### src/rtl/radar_burst_controller.sv
// radar_burst_controller: multi-channel chirp burst sequencer for the FMC150 radar path.
// One arm pulse fires cfg_burst_len chirps at a PRI of cfg_pri cycles. The chirps rotate
// round-robin over the channels enabled in cfg_ch_mask. Each pulse opens a delayed ADC window.
// Optional feature macro: BURST_CONTINUOUS_EN. When it is defined, burst_len==0 arms a
// continuous burst that runs until abort. When it is undefined, an arm with burst_len==0
// is rejected with a fault pulse.
module radar_burst_controller #(
  parameter int NUM_CH  = 2,
  parameter int CNT_W   = 32,
  parameter int BURST_W = 16,
  localparam int CH_W   = (NUM_CH > 1) ? $clog2(NUM_CH) : 1
) (
  input  logic               clk_fmc150,
  input  logic               aresetn,
  input  logic [CNT_W-1:0]   cfg_pri,
  input  logic [CNT_W-1:0]   cfg_adc_delay,
  input  logic [CNT_W-1:0]   cfg_adc_len,
  input  logic [BURST_W-1:0] cfg_burst_len,
  input  logic [NUM_CH-1:0]  cfg_ch_mask,
  input  logic               arm,
  input  logic               abort,
  input  logic               chirp_ready,
  input  logic               chirp_done,
  output logic [NUM_CH-1:0]  chirp_init,
  output logic [NUM_CH-1:0]  chirp_enable,
  output logic               adc_enable,
  output logic [CH_W-1:0]    adc_ch_sel,
  output logic [BURST_W-1:0] pulse_index,
  output logic               busy,
  output logic               burst_done,
  output logic               fault
);
  localparam logic [2:0] S_IDLE   = 3'd0;
  localparam logic [2:0] S_LAUNCH = 3'd1;
  localparam logic [2:0] S_CHIRP  = 3'd2;
  localparam logic [2:0] S_DWELL  = 3'd3;
  localparam logic [2:0] S_DONE   = 3'd4;

  logic [2:0]         state, state_nx;
  logic [CNT_W-1:0]   sh_pri, sh_dly, sh_len;
  logic [BURST_W-1:0] sh_blen;
  logic [NUM_CH-1:0]  sh_mask;
  logic [CNT_W-1:0]   pri_cnt;
  // Cycles elapsed since the last chirp_init. It saturates once the window has closed,
  // and all-ones means that no window is pending.
  logic [CNT_W:0]     adc_cnt;
  logic [CNT_W+1:0]   win_end, win_ld, adc_nxt;
  logic [CNT_W-1:0]   pri_ld, dly_ld, len_ld, pri_m1;
  logic [CH_W-1:0]    ch_ld;
  logic               accept, bad_arm, blen_bad, last_pulse, adc_closed, fault_nx;

  function automatic logic [CH_W-1:0] first_ch(input logic [NUM_CH-1:0] m);
    first_ch = '0;
    for (int i = NUM_CH - 1; i >= 0; i--)
      if (m[i]) first_ch = CH_W'(i);
  endfunction

  // The next enabled channel strictly above c, wrapping to the lowest one.
  function automatic logic [CH_W-1:0] next_ch(input logic [NUM_CH-1:0] m, input logic [CH_W-1:0] c);
    next_ch = c;
    for (int k = NUM_CH; k >= 1; k--) begin
      int j;
      j = (int'(c) + k) % NUM_CH;
      if (m[j]) next_ch = CH_W'(j);
    end
  endfunction

`ifdef BURST_CONTINUOUS_EN
  logic sh_cont;
  assign blen_bad   = 1'b0;
  assign last_pulse = !sh_cont && (pulse_index == sh_blen - BURST_W'(1));

  // Latch the continuous-mode flag together with the rest of the shadow config.
  always_ff @(posedge clk_fmc150) begin
    if (!aresetn)    sh_cont <= 1'b0;
    else if (accept) sh_cont <= (cfg_burst_len == '0);
  end
`else
  assign blen_bad   = (cfg_burst_len == '0);
  assign last_pulse = (pulse_index == sh_blen - BURST_W'(1));
`endif

  // Arm qualification, the config used at launch, and the ADC window bookkeeping.
  always_comb begin
    bad_arm    = (state == S_IDLE) && arm && !abort && ((cfg_ch_mask == '0) || blen_bad);
    accept     = (state == S_IDLE) && arm && !abort && chirp_ready && !bad_arm;
    pri_ld     = accept ? cfg_pri       : sh_pri;
    dly_ld     = accept ? cfg_adc_delay : sh_dly;
    len_ld     = accept ? cfg_adc_len   : sh_len;
    pri_m1     = (pri_ld == '0) ? '0 : pri_ld - CNT_W'(1);
    ch_ld      = accept ? first_ch(cfg_ch_mask) : next_ch(sh_mask, adc_ch_sel);
    win_ld     = (len_ld == '0) ? '0 : {2'b0, dly_ld} + {2'b0, len_ld};
    win_end    = (sh_len == '0) ? '0 : {2'b0, sh_dly} + {2'b0, sh_len};
    adc_nxt    = {1'b0, adc_cnt} + (CNT_W+2)'(1);
    // "Closed" means that the window is no longer high on the next cycle, so a new launch
    // can follow right after the last enabled cycle.
    adc_closed = (adc_nxt >= win_end);
  end

  // Burst sequencing. Abort overrides every other transition and suppresses the fault.
  always_comb begin
    state_nx = state;
    fault_nx = bad_arm;
    case (state)
      S_IDLE:   if (accept) state_nx = S_LAUNCH;
      S_LAUNCH: state_nx = S_CHIRP;
      S_CHIRP:
        if (chirp_done) state_nx = S_DWELL;
        else if (pri_cnt == '0) begin
          state_nx = S_IDLE;
          fault_nx = 1'b1;
        end
      S_DWELL:
        if ((pri_cnt == '0) && adc_closed && chirp_ready)
          state_nx = last_pulse ? S_DONE : S_LAUNCH;
      S_DONE:   state_nx = S_IDLE;
      default:  state_nx = S_IDLE;
    endcase
    if (abort) begin
      state_nx = S_IDLE;
      fault_nx = 1'b0;
    end
  end

  // Shadow config. It is captured only when an arm is accepted.
  always_ff @(posedge clk_fmc150) begin
    if (!aresetn) begin
      sh_pri  <= CNT_W'(245760);
      sh_dly  <= '0;
      sh_len  <= CNT_W'(200);
      sh_blen <= BURST_W'(1);
      sh_mask <= NUM_CH'(1);
    end else if (accept) begin
      sh_pri  <= cfg_pri;
      sh_dly  <= cfg_adc_delay;
      sh_len  <= cfg_adc_len;
      sh_blen <= cfg_burst_len;
      sh_mask <= cfg_ch_mask;
    end
  end

  // State, registered outputs, the PRI down-counter and the ADC window timer.
  always_ff @(posedge clk_fmc150) begin
    if (!aresetn) begin
      state        <= S_IDLE;
      busy         <= 1'b0;
      burst_done   <= 1'b0;
      fault        <= 1'b0;
      chirp_init   <= '0;
      chirp_enable <= '0;
      adc_enable   <= 1'b0;
      adc_ch_sel   <= '0;
      pulse_index  <= '0;
      pri_cnt      <= '0;
      adc_cnt      <= '1;
    end else begin
      state      <= state_nx;
      busy       <= (state_nx != S_IDLE);
      burst_done <= (state_nx == S_DONE);
      fault      <= fault_nx;
      if (state_nx == S_LAUNCH) begin
        adc_ch_sel   <= ch_ld;
        pulse_index  <= accept ? '0 : pulse_index + BURST_W'(1);
        chirp_init   <= NUM_CH'(1) << ch_ld;
        chirp_enable <= NUM_CH'(1) << ch_ld;
        pri_cnt      <= pri_m1;
        adc_cnt      <= '0;
        adc_enable   <= (dly_ld == '0) && (len_ld != '0);
      end else if (state_nx == S_IDLE) begin
        chirp_init   <= '0;
        chirp_enable <= '0;
        adc_enable   <= 1'b0;
        adc_cnt      <= '1;
      end else begin
        chirp_init <= '0;
        if ((state == S_CHIRP) && chirp_done) chirp_enable <= '0;
        if (pri_cnt != '0) pri_cnt <= pri_cnt - CNT_W'(1);
        if ({1'b0, adc_cnt} < win_end) adc_cnt <= adc_cnt + (CNT_W+1)'(1);
        adc_enable <= (adc_nxt >= {2'b0, sh_dly}) && (adc_nxt < win_end);
      end
    end
  end
endmodule

### config.mk
export PLATFORM = sky130hd
export DESIGN_NAME = radar_burst_controller
export DESIGN_NICKNAME = d
export VERILOG_FILES = /design/src/rtl/radar_burst_controller.sv
export SDC_FILE = /design/constraint.sdc
export NUM_CORES = 1
export LEC_CHECK = 0
export BUFFER_PORTS_ARGS = -buffer_cell sky130_fd_sc_hd__buf_4
export CORE_MARGIN = 4
export CORE_UTILIZATION = 61
export CTS_CLUSTER_SIZE = 28
export DETAILED_ROUTE_END_ITERATION = 16
export PLACE_DENSITY = 0.82
export SLEW_MARGIN = 20
export SYNTH_ARGS = -nofsm -noshare
export SYNTH_HDL_FRONTEND = slang
export SYNTH_SLANG_ARGS = --single-unit
### constraint.sdc
create_clock -name clk_fmc150 -period 7.05 [get_ports clk_fmc150]
set_input_delay 1.0575 -clock clk_fmc150 [delete_from_list [all_inputs] [get_ports clk_fmc150]]
set_output_delay 1.0575 -clock clk_fmc150 [all_outputs]
set_load 0.01 [all_outputs]
==> flow_metrics.env <==
export IMPL_wirelength_um=48700
export IMPL_rrSetupSlack_ns=0.52
export IMPL_criticalPathCategory="register to register"
export IMPL_path_clk_slew_ns=0.06
export IMPL_layout_min_cycle_time_ns=6.53
export IMPL_status="completed"
export IMPL_io_pins=145
export IMPL_diodes=0
export IMPL_hold_path_class="register to register"
export IMPL_synth_ff_type="dfxtp_1"
export IMPL_grt_max_degree=90
export IMPL_hold_worst_slack_ns=0.464
export IMPL_nets=2375
export IMPL_pre_cts_ws_ns=0.453
export IMPL_switching_share=0.318
export IMPL_syn_inst=2014
export IMPL_total_power_mw=3.44
export IMPL_areaGrowthSynthToFinish_pct=14.1
export IMPL_crit_path_end_kind="register"
export IMPL_fp_dieH_um=168
export IMPL_core_area_um2=25100
export IMPL_htree_levels=1
export IMPL_grt_pass1_vias=15121
export IMPL_setup_tns_final_ns=0
export IMPL_p_switching_mw=1.10
export IMPL_synth_net_count=2271
export IMPL_ys_ff_latch=207
export IMPL_final_hold_viol_count=0
export IMPL_io_buffer_count=144
export IMPL_drt_iter0_markers=1418
export IMPL_cts_root_buf="clkbuf_16"
export IMPL_initial_core_util=0.618
export IMPL_overflow=0
export IMPL_worstPathArrival_ns=6.96
export IMPL_numCtsBuffers=23
export IMPL_fin_skew_ns=0.0128
export IMPL_power_internal_mw=2.35
export IMPL_dp_cells=2416
export IMPL_dp_hpwl_um=36800
export IMPL_final_core_util=0.706
export IMPL_drv_slew=0
export IMPL_worst_pin_slew_ns=0.990
export IMPL_seq_power_share=0.361
export IMPL_setup_slack_ns=0.523
export IMPL_gp_congestion=0.967
export IMPL_powerDensity_nw_per_um2=194
export IMPL_die_width_um=168
export IMPL_grt_pass1_wl_um=77000
export IMPL_cts_tree="built"
export IMPL_rsz0062_at_grt="false"
export IMPL_cp_max_fo=11
export IMPL_ctsHoldBuffers=0
export IMPL_leakage_nw=7.21
export IMPL_fin_crit_sh=0.926
export IMPL_clock_sinks=207
export IMPL_setup_viol=0
export IMPL_slew_headroom=0.340
export IMPL_synthArstFlopShare=0
export IMPL_drive_gt1_frac=0.130
export IMPL_wl_per_cell_um=19.8
export IMPL_synth_seq_area_share=0.267
export IMPL_grt_usage=0.327
export IMPL_max_clock_freq_ghz=0.153
export IMPL_final_cells=2464
export IMPL_final_area_um2=17700
export IMPL_rows=58
export IMPL_ir_drop_mv=0.204
export IMPL_mostFrequentLayoutCells="nand2_1, dfxtp_1, a21oi_1"
export IMPL_pwr_share_comb=0.264
export IMPL_firstDrtPassIters=7
export IMPL_n_fill_cell=2100
export IMPL_syn_area_um2=15500
export IMPL_start_kind="register"
export IMPL_clockBufferDepth=3
export IMPL_maxCapViolCount=0
export IMPL_yosys_cell_types_count=96
export IMPL_grt_antenna_before_repair=0
export IMPL_dpl_cell_area_um2=16800
export IMPL_required_ns=7.48
export IMPL_die_area_um2=28100
export IMPL_yosys_warnings=0
export IMPL_synth_edf_count=0
export IMPL_postRouteAntennaNets=0
export IMPL_power_frac_clock=0.375
export IMPL_clkLatencyLatePin_ns=0.54
export IMPL_syn_avg_cell_area_um2=7.71
export IMPL_via_per_inst=6.51
export IMPL_layout_commonest_cell="nand2_1"
export IMPL_vias=16049
export IMPL_drt_drc_violations_left=0
## final cells by class
class                      instances  area (µm²)  area share
inverter                          75         284      0.0160
clock inverter                     6        97.6     0.00551
clock buffer                      35         721      0.0407
sequential                       207        4140       0.234
multi-input combinational       1639       10800       0.607
timing repair buffer             172        1300      0.0736
tap                              330         413      0.0233
## critical path, cell delays in order (launching register included)
cell       delay (ns)
dfxtp_1          0.34
ha_1             0.24
inv_1            0.08
fa_1             0.20
nor2b_1          0.05
o21ai_0          0.24
a21oi_1          0.12
o21ai_0          0.31
a211oi_1         0.17
o41a_1           0.46
o31a_1           0.31
o22ai_1          0.20
mux2i_1          0.30
ha_1             0.21
nand4_1          0.20
or4_1            0.63
or4_1            0.45
o2111ai_1        0.18
a211oi_2         0.21
nor4_4           0.52
nand2_2          0.31
mux2_2           0.35
a311o_1          0.35
## worst paths after layout
check / start / to / depth (start not counted)
worst min-delay path: sh_mask[1]$_SDFFE_PN0P_ / sh_mask[1]$_SDFFE_PN0P_ / 2
worst max register to register: sh_dly[0]$_SDFF_PN0_ / pri_cnt[4]$_SDFFE_PN0P_ / 22
worst min register to register: sh_mask[1]$_SDFFE_PN0P_ / sh_mask[1]$_SDFFE_PN0P_ / 2
worst max-delay path: sh_dly[0]$_SDFF_PN0_ / pri_cnt[4]$_SDFFE_PN0P_ / 22
## sequential cells by signal, summed over array words and instances (netlist names), 2 cells and up
name          cells
sh_len           32
adc_cnt          33
sh_dly           32
pri_cnt          32
sh_blen          16
pulse_index      16
state             3
chirp_enable      2
sh_pri           32
chirp_init        2
sh_mask           2
## power groups by stage
stage / sequential (mW) / combinational [mW] / clock, mW
final: 1.24 / 0.908 / 1.29
after global routing: 1.24 / 1.01 / 1.35
after CTS: 1.24 / 0.888 / 1.30
after detailed placement: 1.27 / 0.880 / 0
after global placement: 1.26 / 0.854 / 0
after floorplan: 1.25 / 0.621 / 0
## synthesized netlist by cell type, types with 11 or more instances
library cell | number | area [µm²]
nand2_1 | 287 | 1080
dfxtp_1 | 207 | 4140
a21oi_1 | 186 | 931
ha_1 | 136 | 1700
nor2_1 | 119 | 447
inv_1 | 75 | 282
nand3_1 | 75 | 375
o21ai_0 | 74 | 370
clkbuf_1 | 72 | 270
nor4_1 | 67 | 419
xnor2_1 | 56 | 490
or3_1 | 51 | 319
xor2_1 | 50 | 438
nand4_1 | 43 | 269
nor3_1 | 40 | 200
a21o_1 | 37 | 278
a31oi_1 | 36 | 225
or4_1 | 34 | 255
mux2i_1 | 31 | 310
o211ai_1 | 27 | 203
nand2b_1 | 20 | 125
nor2b_1 | 16 | 100
or2_2 | 16 | 100
a211oi_1 | 14 | 105
and2_1 | 14 | 87.6
buf_2 | 14 | 70.1
and3_1 | 12 | 75.1
o21a_1 | 11 | 82.6
o31ai_1 | 11 | 82.6
## kinds of logic (layout without fill, tap and decap cells)
family,count (synthesis),in the layout,synth area share
xor gates and xnor gates,106,106,0.0598
adders and majority gates,137,137,0.111
and+or+nand+nor,850,851,0.282
muxes,39,39,0.0258
buffers and inverters,169,288,0.0439
AOI/OAI and AO/OA,506,506,0.210
DFF,207,207,0.267
## per-layer routing
metal  global-route usage  wire (µm)
met5                    0          0
met4                0.163       2740
met3               0.0399       2930
met1                0.401      19500
met2                0.564      23500
## timing repair
item,in CTS,in global routing
setup endpoints to repair,0,23
resized for setup,0,4
setup buffers,0,6
Note: power is estimated with default switching activity, not from simulation.
